[config.mk]
export PLATFORM = sky130hd
export DESIGN_NAME = lsu
export DESIGN_NICKNAME = d
export VERILOG_FILES = /design/src/rtl/lsu.sv
export SDC_FILE = /design/constraint.sdc
export NUM_CORES = 1
export LEC_CHECK = 0
export BUFFER_PORTS_ARGS = -buffer_cell sky130_fd_sc_hd__buf_2
export CAP_MARGIN = 5
export CORE_UTILIZATION = 35
export CTS_BUF_LIST = sky130_fd_sc_hd__clkbuf_4 sky130_fd_sc_hd__clkbuf_8
export DETAILED_ROUTE_END_ITERATION = 10
export SLEW_MARGIN = 10
export SYNTH_ARGS = -nofsm -noshare
export SYNTH_HDL_FRONTEND = slang
export SYNTH_SLANG_ARGS = --single-unit
[constraint.sdc]
create_clock -name clk -period 1.65 [get_ports clk]
set_input_delay 0.4125 -clock clk [delete_from_list [all_inputs] [get_ports clk]]
set_output_delay 0.4125 -clock clk [all_outputs]
set_load 0.1 [all_outputs]
[src/rtl/lsu.sv]
// rtl/lsu.sv - load/store unit: valid/grant/rvalid data-memory handshake with size extension
module lsu (
    input  logic        clk,
    input  logic        rstn,
    input  logic        req_valid,
    input  logic        req_we,
    input  logic [2:0]  req_funct3,
    input  logic [31:0] req_addr,
    input  logic [31:0] req_wdata,
    output logic        busy,
    output logic        done,
    output logic        err,
    output logic [31:0] rdata,
    output logic        mem_req,
    output logic        mem_we,
    output logic [31:0] mem_addr,
    output logic [3:0]  mem_be,
    output logic [31:0] mem_wdata,
    input  logic        mem_gnt,
    input  logic        mem_rvalid,
    input  logic [31:0] mem_rdata
);

    typedef enum logic [2:0] {
        S_IDLE,
        S_REQ,
        S_WAIT,
        S_DONE,
        S_ERR
    } state_t;

    state_t      state, state_nx;
    logic        we_q;
    logic [2:0]  f3_q;
    logic [1:0]  off_q;
    logic        legal;
    logic [3:0]  be_nx;
    logic [31:0] wdata_nx;
    logic [31:0] sh;
    logic [31:0] ldval;

    always_comb begin
        legal = 1'b0;
        case (req_funct3)
            3'b000, 3'b100: legal = 1'b1;
            3'b001, 3'b101: legal = ~req_addr[0];
            3'b010:         legal = (req_addr[1:0] == 2'b00);
            default:        legal = 1'b0;
        endcase
        // unsigned variants exist only for loads
        if (req_we && req_funct3[2])
            legal = 1'b0;
    end

    always_comb begin
        be_nx    = 4'b1111;
        wdata_nx = req_wdata;
        case (req_funct3[1:0])
            2'b00: begin
                be_nx    = 4'b0001 << req_addr[1:0];
                wdata_nx = {4{req_wdata[7:0]}};
            end
            2'b01: begin
                be_nx    = 4'b0011 << req_addr[1:0];
                wdata_nx = {2{req_wdata[15:0]}};
            end
            default: begin
                be_nx    = 4'b1111;
                wdata_nx = req_wdata;
            end
        endcase
    end

    always_comb begin
        sh    = mem_rdata >> {off_q, 3'b000};
        ldval = mem_rdata;
        case (f3_q)
            3'b000:  ldval = {{24{sh[7]}}, sh[7:0]};
            3'b100:  ldval = {24'h0, sh[7:0]};
            3'b001:  ldval = {{16{sh[15]}}, sh[15:0]};
            3'b101:  ldval = {16'h0, sh[15:0]};
            default: ldval = mem_rdata;
        endcase
    end

    always_ff @(posedge clk or negedge rstn) begin
        if (!rstn) begin
            state     <= S_IDLE;
            we_q      <= 1'b0;
            f3_q      <= 3'b000;
            off_q     <= 2'b00;
            mem_addr  <= 32'h0;
            mem_be    <= 4'h0;
            mem_wdata <= 32'h0;
            rdata     <= 32'h0;
        end else begin
            state <= state_nx;
            if (state == S_IDLE && req_valid && legal) begin
                we_q      <= req_we;
                f3_q      <= req_funct3;
                off_q     <= req_addr[1:0];
                mem_addr  <= {req_addr[31:2], 2'b00};
                mem_be    <= be_nx;
                mem_wdata <= wdata_nx;
            end
            if (state == S_WAIT && mem_rvalid)
                rdata <= ldval;
        end
    end

    always_comb begin
        state_nx = state;
        mem_req  = 1'b0;
        mem_we   = 1'b0;
        done     = 1'b0;
        err      = 1'b0;
        case (state)
            S_IDLE: begin
                if (req_valid)
                    state_nx = legal ? S_REQ : S_ERR;
            end
            S_REQ: begin
                mem_req = 1'b1;
                mem_we  = we_q;
                if (mem_gnt)
                    state_nx = we_q ? S_DONE : S_WAIT;
            end
            S_WAIT: begin
                if (mem_rvalid)
                    state_nx = S_DONE;
            end
            S_DONE: begin
                done     = 1'b1;
                state_nx = S_IDLE;
            end
            S_ERR: begin
                err      = 1'b1;
                state_nx = S_IDLE;
            end
            default: state_nx = S_IDLE;
        endcase
    end

    assign busy = req_valid & ~done & ~err;

endmodule

After elaboration in Yosys (flattened, before gate mapping)
Cells that the tools add are included.

Shift operators: 3. Muxes and demuxes: 15. Divide/modulo/power cells: 0. Multipliers: 0. Order comparisons: 0. Reduce and logical (&&, ||, !) cells: 12. Equal/unequal tests: 15. $add $sub $neg: 0. Bitwise logic cells: 5.

Operator list (count): one-hot mux 32 bit (4 select lines) (1); one-hot mux 32 bit (2 select lines) (1); >> shifter 32 x 5 -> 16 bit (1); == test 3 bit, second input constant (5); 2-to-1 mux 3 bit (4); == test 3 x 1 -> 1 bit, second input constant (3); == test 3 x 2 -> 1 bit, second input constant (3); zero test 3 bit (3); one-hot mux 3 bit (3 select lines) (1); one-hot mux 4 bit (2 select lines) (1); 2-to-1 mux 1 bit (6); != test 2 bit, second input constant (3); logical AND 1 bit (4); zero test 2 bit (2); OR reduction 2 bit (2); << shifter 1 x 2 -> 4 bit, first input constant (1); << shifter 2 x 2 -> 4 bit, first input constant (1); NOT 1 bit (3); one-hot mux 1 bit (3 select lines) (1); AND reduction 3 bit (1); AND 1 bit (2); == test 2 x 1 -> 1 bit, second input constant (1).

Latch bits: 0. Bits in registers: 107. Memories: 0. Output and inout port bits: 105. Memory bits (writable): 0. Memory bits (read-only): 0.

Longest topological paths before layout
Gate-level depths: netlist of run 1.

Depth after elaboration: 7. Mapped depth: 6.

Least setup slack after synthesis of run 1
OpenSTA, ideal clock, no wires.

Kind: register to output. From: register state[2]. To: output mem_we. Slack: -2.424 ns. Cell stages (with the launch flop): 3. Arrival: 3.662 ns. Data required time: 1.237 ns. Path buffers: 0. Cell sequence: dfrtp_1 nor3b_1 and2_1.

Word-level cells in the longest chain between the ends: 2.

Ends and longest elaborated chain: start: declaration (RTL line 32) `state_t state, state_nx;`; start signal: assignment (RTL line 97) `state <= state_nx;`; == test 3 x 1 -> 1 bit (RTL line 117) `case (state)`; 2-to-1 mux 1 bit (RTL line 117); end: declaration (RTL line 15) `output logic mem_we,`.

No other way between the ends.

Worst setup path after layout of run 1
From: register state[2]. To: output busy.

Word-level cells in the longest chain between the ends: 5.

Ends and longest elaborated chain: == test 3 x 2 -> 1 bit (RTL line 117); 2-to-1 mux 1 bit (RTL line 117); NOT 1 bit (RTL line 144) `assign busy = req_valid & ~done & ~err;`; AND 1 bit (RTL line 144); AND 1 bit * (RTL line 144); end: declaration (RTL line 10) `output logic busy,`.

Every way passes the cells marked *; elsewhere a longest branch is shown, timed or not.

==> results.cfg, run 1 <==
[floorplanning]
core_area_um2 = 14100
initial_utilization = 0.365
dieArea_um2 = 15200
fp-row-count = 43
io_pins = 210
die_h_um = 123
fp.dieW_um = 123

[run_status]
status = finished, violations left
violations = setup timing

[grt]
grt_max_degree = 108
grt_pass1_vias = 4316
overflow = 0
grt_use_total = 0.193
grt_pass1_wl_um = 22400
antenna_found_initial = 0

[layout]
layout_commonest_cell = buf_2
drive_gt1_frac = 0.538
num_antenna_cells = 0
synthToLayoutAreaGrowth_pct = 49.5
nets = 836
stdcell_area_um2 = 7690
mostFrequentLayoutCells = buf_2, dfrtp_1, nand2_1
n_fill_cell = 1244

[placed_design]
dp_hpwl_um = 10400
io_buffer_count = 207
post_dp_cell_area_um2 = 6780
gp_congestion = 0.813

[min_path]
hp-class = in2async

[detailed_routing]
wl_um = 15300
drtPass1Iterations = 4
wire_per_inst_um = 16.7
ant_nets = 0
viasPerCell = 4.99
initialDrtViolationCount = 244
vias = 4575
remaining_drc_errors = 0

[sta]
fin_ws_ns = -0.313
finalHoldViolCount = 0
slew_headroom = 0.593
fmax_ghz = 0.509
worst_pin_slew_ns = 0.610
period_share = 1.19
clock_skew_ns = 0.0140
setup_viol = 92
grt_setup_unrepaired = yes
layout_min_cycle_time_ns = 1.96
slew_violations = 0

[critical_path]
critPathKind = reg2out
cp.arrival_ns = 1.55
critPathRequiredTime_ns = 1.24
worst_setup_path_end_kind = output port
r2r_start = state[1]
r2r_end = mem_addr[10]
crit_fanout = 5
r2r_cells = 6
rrSetupSlack_ns = -0.22
start_kind = flip-flop

[yosys]
syn_area_um2 = 5150
synth_top_area_cell = dfrtp_1
synth_flop_cell = dfrtp_1
synth_top_area_frac = 0.520
yosys-top-cells-area = dfrtp_1, mux2_4, mux2i_1, nand2_1, a21oi_1
synthArstFlopShare = 1.00
synthCells = 481
yosysSeqAreaShare = 0.520
yosys_warnings = 0
syn_avg_cell_area_um2 = 10.7
yosysUniqueCellTypes = 39
ys_ff_latch = 107
synth_edf_count = 0

[clocking]
clock_path_buffers = 2
numClockSinks = 107
clkTransAtPathRegs_ns = 0.10
cts-root-buf = clkbuf_8
worstSkewPairLatency_ns = 0.38
htree_levels = 3
numCtsBuffers = 9
cts_tree = done

[flow_run]
cap_violations = 0
## flip-flops by register name (all words and copies together), names as in the netlist
signal	cells
state	3
f3_q	3
rdata	32
mem_be	4
mem_wdata	32
mem_addr	30
off_q	2
we_q	1
## synth_stat cells (2+ instances only)
library cell,number
dfrtp_1,107
nand2_1,63
mux2_4,40
a21oi_1,38
o21ai_1,38
mux2i_1,34
nand3_1,32
nor2_1,24
clkbuf_1,23
o21ai_0,13
and2_1,8
inv_1,8
nand2b_1,8
buf_6,6
nor3b_1,5
nor2b_1,4
mux2_1,3
nor3_1,3
and3_1,2
buf_1,2
buf_4,2
## worst max path at each step
| stage | start | end | depth (start not counted) |
|---|---|---|---|
| after global placement | req_funct3[0] | mem_addr[31] | 5 |
| after CTS | state[1] | busy | 4 |
| after global routing | state[2] | done | 4 |
| after detailed placement | req_funct3[0] | mem_addr[13] | 5 |
| final | state[2] | busy | 4 |
| after floorplan | state[1] | mem_we | 2 |
## metal layers
layer  wire length [um]  global-route usage  part of all wire  vias to the layer above
li1                   -                   -                 -                     2157
met1               6550               0.248              0.43                     2249
met2               7590               0.316              0.50                      155
met3                935              0.0452             0.061                       14
met4                211              0.0700             0.014                        0
met5                  0                   0                 0                        -
## timing repair
item	4_1_cts	5_1_grt
resized for setup	14	100
pin swaps	4	8
endpoints found under the setup margin	97	133
hold buffers	0	0
buffers inserted	5	9
gates cloned	1	8
## through the flow
| stage | setup slack (ns) | TNS, ns | hold WS [ns] | instances | utilization |
|---|---|---|---|---|---|
| final | -0.313 | -12.21 | 0.0637 | 916 | 0.546 |
| after global routing | -0.365 | -17.74 | 0.115 | 916 | 0.546 |
| after CTS | -0.334 | -12.91 | 0.106 | 900 | 0.503 |
| after detailed placement | -0.331 | -21.97 | 0.471 | 878 | 0.481 |
| after global placement | -0.310 | -19.85 | 0.463 | 878 | 0.481 |
| after floorplan | -0.562 | -10.91 | 0.117 | 482 | - |
## final cells by class
class | count | area [um2] | area share
sequential | 107 | 2680 | 0.349
multi-input combinational | 334 | 2590 | 0.336
timing repair buffer | 271 | 1980 | 0.258
tap | 180 | 225 | 0.0293
clock buffer | 11 | 151 | 0.0197
clock inverter | 5 | 35.0 | 0.00455
inverter | 8 | 30.0 | 0.00390
## worst max-delay path, cell delays in order, from the launching register on
cell     delay, ns
dfrtp_2       0.44
buf_6         0.14
and2_4        0.17
nor3b_4       0.23
buf_12        0.20
## cells by family (layout without fill, tap and decap cells)
group | count (synthesis) | after routing | share of synthesized area
AND/OR/NAND/NOR | 156 | 156 | 0.143
flip-flops | 107 | 107 | 0.520
AO/OA/AOI/OAI | 96 | 97 | 0.0990
multiplexers | 79 | 79 | 0.196
buffers and inverters | 42 | 295 | 0.0411
other | 1 | 2 | 0.000729
Power of run 1 is not shown: default switching activity piles up to over one toggle a cycle in this logic, so the estimate is an artifact.
==> run 2, diff against run 1 <==
- CORE_UTILIZATION: 35 -> 45
- PLACE_DENSITY: default -> 0.78
==> run 2 against run 1 <==
  * The flow still finishes with violations (setup timing)
  * Worst setup slack gained 0.018 ns
  * Critical path depth unchanged
  * First-iteration DRC count rose by 57%
  * Clock-buffer cell count is 2 higher
  * Routed wire length shrank 5.5%
  * Sequential share of layout area increased by 2.3 points
  * Non-clock buffer count shrank 10
  * Clock skew fell by 0.0031 ns
  * Register-to-register slack got worse by 0.04 ns
  * Die area down 22%
  * Via count down 0.77%
  * Flip-flop and latch count unchanged
==> results.cfg, run 2 (synthesis gave the netlist of run 1 again) <==
[run_status]
status = finished, violations left
violations = setup timing

[layout]
final-seq-area_um2 = 2680
synthToLayoutAreaGrowth_pct = 40.4
reg.largest.list = mem_wdata (32), rdata (32), mem_addr (30)
multi_input_area_um2 = 2390
n_fill_cell = 808
mostFrequentLayoutCells = buf_2, dfrtp_1, nand2_1
utilization = 0.658
layout_commonest_cell = buf_2
nets = 825
drive_gt1_frac = 0.480

[sta]
layout_min_cycle_time_ns = 1.94
grt_setup_unrepaired = yes
clock_skew_ns = 0.0108
fin_ws_ns = -0.295
slew_headroom = 0.643
worst_pin_slew_ns = 0.538
fmax_ghz = 0.514
period_share = 1.18
finalHoldViolCount = 0
setup_viol = 85
slew_violations = 0

[floorplanning]
initial_utilization = 0.469
die_h_um = 109
fp.dieW_um = 109
fp-row-count = 38
io_pins = 210
dieArea_um2 = 11900
core_area_um2 = 11000

[critical_path]
cp.arrival_ns = 1.53
crit_chain = buf_6 > and3b_4 > nor3b_4 > buf_12
max_stage_delay_ns = 0.41
r2r_end = mem_addr[2]
r2r_start = state[1]
critPathRequiredTime_ns = 1.24
crit_fanout = 7
path_delay_family = flip-flops
crit_slowest_cell = dfrtp_1
crit_buf_inv = 2
worst_setup_path_end_kind = output port
r2r_cells = 6
critPathKind = reg2out
start_kind = flip-flop
rrSetupSlack_ns = -0.26
worstSetupPathDepth = 4

[min_path]
holdCritStartpoint = req_addr[31]
min_to = mem_addr[31]
worstHoldPathCells = 2
hp-class = in2reg

[grt]
grt_pass1_vias = 4502
antenna_found_initial = 0
grt_pass1_wl_um = 22500
grt_max_degree = 34
grt_use_total = 0.248
overflow = 0

[detailed_routing]
vias = 4540
initialDrtViolationCount = 383
wl_met1_um = 6000
ant_nets = 0
dr_wl_met3_um = 1100
wire_per_inst_um = 16.7
viasPerCell = 5.24
dr.max_layer_used = met4
drtPass1Iterations = 4
remaining_drc_errors = 0
met2_length_um = 7200
wl_um = 14500

[clocking]
worstSkewPairLatency_ns = 0.37
cts-root-buf = clkbuf_8
numCtsBuffers = 9
htree_levels = 3
clock_path_buffers = 2
clkTransAtPathRegs_ns = 0.10
numClockSinks = 107
cts_tree = done

[flow_run]
cap_violations = 0

[placed_design]
dp_hpwl_um = 10300
gp_congestion = 0.890
io_buffer_count = 207
run 2: changes by cell type in the layout (fill, tap and decap cells not counted), moves of 7 or more:
cell,delta
clkbuf_4,-20
buf_2,+27
buf_6,-7
a21oi_1,+7
nand3_1,+9
nand2_1,+9
nand2_2,-7
nand3_2,-9
a21oi_2,-7
run 2: metrics by stage:
step / worst slack (ns) / setup TNS (ns) / cells / hold WS, ns / instance area [um2]
5_1_grt: -0.375 / -19.53 / 865 / 0.244 / 7220
3_3_place_gp: -0.288 / -18.31 / 836 / 0.387 / 6720
6_report: -0.295 / -13.43 / 866 / 0.255 / 7220
2_1_floorplan: -0.562 / -10.91 / 482 / 0.117 / 5260
4_1_cts: -0.343 / -15.89 / 859 / 0.233 / 7060
3_5_place_dp: -0.318 / -20.63 / 836 / 0.389 / 6720
run 2: final cells by class:
| type | instances | share of cell area |
|---|---|---|
| Antenna cell | 1 | 0.000346 |
| Clock buffer | 13 | 0.0222 |
| Clock inverter | 3 | 0.00294 |
| Inverter | 8 | 0.00416 |
| Multi-Input combinational cell | 333 | 0.331 |
| Sequential cell | 107 | 0.371 |
| Tap cell | 140 | 0.0243 |
| Timing Repair Buffer | 261 | 0.244 |
run 2: worst reg2reg max path: cells and delay by family (launching register included):
family | cells | cell delay, ns
buffers and inverters | 3 | 0.58
DFF | 1 | 0.42
muxes | 1 | 0.30
AOI/OAI and AO/OA | 1 | 0.27
and+or+nand+nor | 1 | 0.23
run 2: routing by layer:
layer | vias up | global-route usage
met3 | 14 | 0.0532
met4 | 0 | 0.0859
met5 | - | 0
met1 | 2186 | 0.310
li1 | 2141 | -
met2 | 199 | 0.424
run 2: how the worst max path moves through the flow:
| stage | startpoint | endpoint |
|---|---|---|
| after floorplan | state[1] | mem_we |
| after global placement | req_funct3[0] | mem_addr[31] |
| after detailed placement | req_funct3[0] | mem_wdata[24] |
| after CTS | state[1] | busy |
| after global routing | state[0] | busy |
| final | state[0] | busy |
run 2: timing repair:
action | CTS | global route
pin swaps | 4 | 7
setup buffers | 3 | 4
setup endpoints to repair | 68 | 93
gates resized for setup | 6 | 20
hold buffers | 1 | 0
endpoints found under the hold margin | 28 | 0
cloned | 3 | 2
Power of run 2 is left out for the same reason.
==> run 3, diff against run 2 <==
- ABC_AREA: default -> 1
- CORE_UTILIZATION: 45 -> 46
- SLEW_MARGIN: 10 -> 20
==> run 3 against run 2 <==
  * The flow still finishes with violations (setup timing)
  * Die area up 6.8%
  * Clock skew up 0.0047 ns
  * Synthesized cell count is 61% higher
  * Utilization increased by 0.46 points
  * Fmax increased by 6.5%
  * Critical path type unchanged
  * Largest cell class is now multi-input gates
==> results.cfg, run 3 <==
[sta]
layout_min_cycle_time_ns = 1.83
clock_skew_ns = 0.0155
tns_ns = -0.794
fmax_ghz = 0.547
worst_pin_slew_ns = 0.752
setup_viol = 14
period_share = 1.11
slew_violations = 0
slew_headroom = 0.497
finalHoldViolCount = 0
fin_ws_ns = -0.177
grt_setup_unrepaired = yes

[layout]
reg.largest.list = mem_wdata (32), rdata (32), mem_addr (30)
layout_commonest_cell = nand2_1
stdcell_area_um2 = 7920
n_fill_cell = 1052
nets = 1105
num_antenna_cells = 0
utilization = 0.662
mostFrequentLayoutCells = nand2_1, buf_2, dfrtp_1
final-seq-area_um2 = 2680
drive_gt1_frac = 0.382
multi_input_area_um2 = 2770
synthToLayoutAreaGrowth_pct = 40.8

[flow_run]
cap_violations = 0

[clocking]
clock_path_buffers = 2
cts_tree = done
htree_levels = 3
cts-root-buf = clkbuf_8
clkTransAtPathRegs_ns = 0.13
numClockSinks = 107
numCtsBuffers = 9
worstSkewPairLatency_ns = 0.38

[critical_path]
crit_slowest_cell = dfrtp_2
r2r_end = mem_wdata[30]
r2r_cells = 8
crit_buf_inv = 3
path_common_cell = nor3_4
worstSetupPathDepth = 5
crit_chain = inv_2 > buf_6 > nor3_4 > nor3_4 > buf_12
max_stage_delay_ns = 0.44
path_delay_family = flip-flops
worst_setup_path_end_kind = output port
start_kind = flip-flop
crit_fanout = 4
cp.arrival_ns = 1.41
critPathRequiredTime_ns = 1.24
r2r_start = state[0]
critPathKind = reg2out
rrSetupSlack_ns = -0.02

[yosys]
synth_common_cells = nand2_1, dfrtp_1, o21ai_0
synthCells = 773
syn_avg_cell_area_um2 = 7.28
synth_flop_cell = dfrtp_1
yosysMostFrequentCell = nand2_1
synth_top_area_cell = dfrtp_1
synthArstFlopShare = 1.00
yosysUniqueCellTypes = 30
synth_edf_count = 0
yosys_warnings = 0
synth_top_area_frac = 0.476
ys_ff_latch = 107
yosys-top-cells-area = dfrtp_1, nand2_1, o21ai_0, inv_1, nand3_1
syn_area_um2 = 5620
yosysSeqAreaShare = 0.476

[run_status]
status = finished, violations left
violations = setup timing

[detailed_routing]
wl_um = 16800
ant_nets = 0
remaining_drc_errors = 0
wire_per_inst_um = 14.6
vias = 5895
initialDrtViolationCount = 459
drtPass1Iterations = 5
viasPerCell = 5.12

[placed_design]
gp_congestion = 0.861
post_dp_cell_area_um2 = 7040
dp_slack_ns = -0.0515
dp_hpwl_um = 11200
io_buffer_count = 207

[grt]
grt_max_degree = 69
overflow = 0
grt_pass1_vias = 5322
grt_pass1_wl_um = 25600
grt_use_total = 0.252
antenna_found_initial = 0

[min_path]
worstHoldPathCells = 3
min_to = mem_addr[27]
holdCritStartpoint = req_addr[27]
hp-class = in2reg

[floorplanning]
core_area_um2 = 12000
die_h_um = 113
io_pins = 210
fp.dieW_um = 113
initial_utilization = 0.470
dieArea_um2 = 12700
fp-row-count = 40
run 3: how the worst max path moves through the flow:
stage / start / endpoint / slack (ns)
2_1_floorplan: state[2] / busy / -0.42
3_3_place_gp: req_funct3[0] / mem_wdata[11] / 0.01
3_5_place_dp: req_addr[0] / mem_addr[10] / -0.05
4_1_cts: state[1] / busy / -0.20
5_1_grt: state[1] / busy / -0.25
6_report: state[1] / busy / -0.18
run 3: layout make-up:
class / count / area share
multi-input cells: 553 / 0.350
flip-flops and latches: 107 / 0.338
repair buffers: 263 / 0.229
inverters: 66 / 0.0321
well taps: 147 / 0.0232
clock buffers: 9 / 0.0156
clock inverters: 7 / 0.0115
run 3: cells by family (layout without fill, tap and decap cells):
logic type,Yosys count,after routing,synth area share
simple gates,420,420,0.313
compound gates,131,131,0.121
buf+inv,114,345,0.0892
flops,107,107,0.476
other cells,1,2,0.000667
run 3: metal layers:
| metal | share of wire | vias up | global-route usage |
|---|---|---|---|
| li1 | - | 2872 | - |
| met1 | 0.43 | 2766 | 0.327 |
| met2 | 0.49 | 238 | 0.427 |
| met3 | 0.070 | 19 | 0.0572 |
| met4 | 0.013 | 0 | 0.0604 |
| met5 | 0 | - | 0 |
run 3: worst register-to-register path, cell delays in order, from the launching register on:
cell and delay [ns]:
dfrtp_2 0.48, buf_6 0.14, nor3_4 0.24, nand2_4 0.11
nor2_4 0.20, buf_6 0.18, clkbuf_16 0.16, nand2_4 0.05
nand2_2 0.06
run 3: timing repair:
item,4_1_cts,5_1_grt
buffers inserted,6,6
gates resized for setup,6,113
endpoints found under the setup margin,7,115
cloned,0,11
endpoints found under the hold margin,18,0
pin swaps,1,7
hold buffers,1,0
run 3: through the flow:
| step | instances | hold slack [ns] |
|---|---|---|
| after floorplan | 774 | 0.117 |
| after global placement | 1112 | 0.323 |
| after detailed placement | 1112 | 0.324 |
| after CTS | 1135 | 0.199 |
| after global routing | 1152 | 0.206 |
| final | 1152 | 0.222 |
Power of run 3 is left out for the same reason.
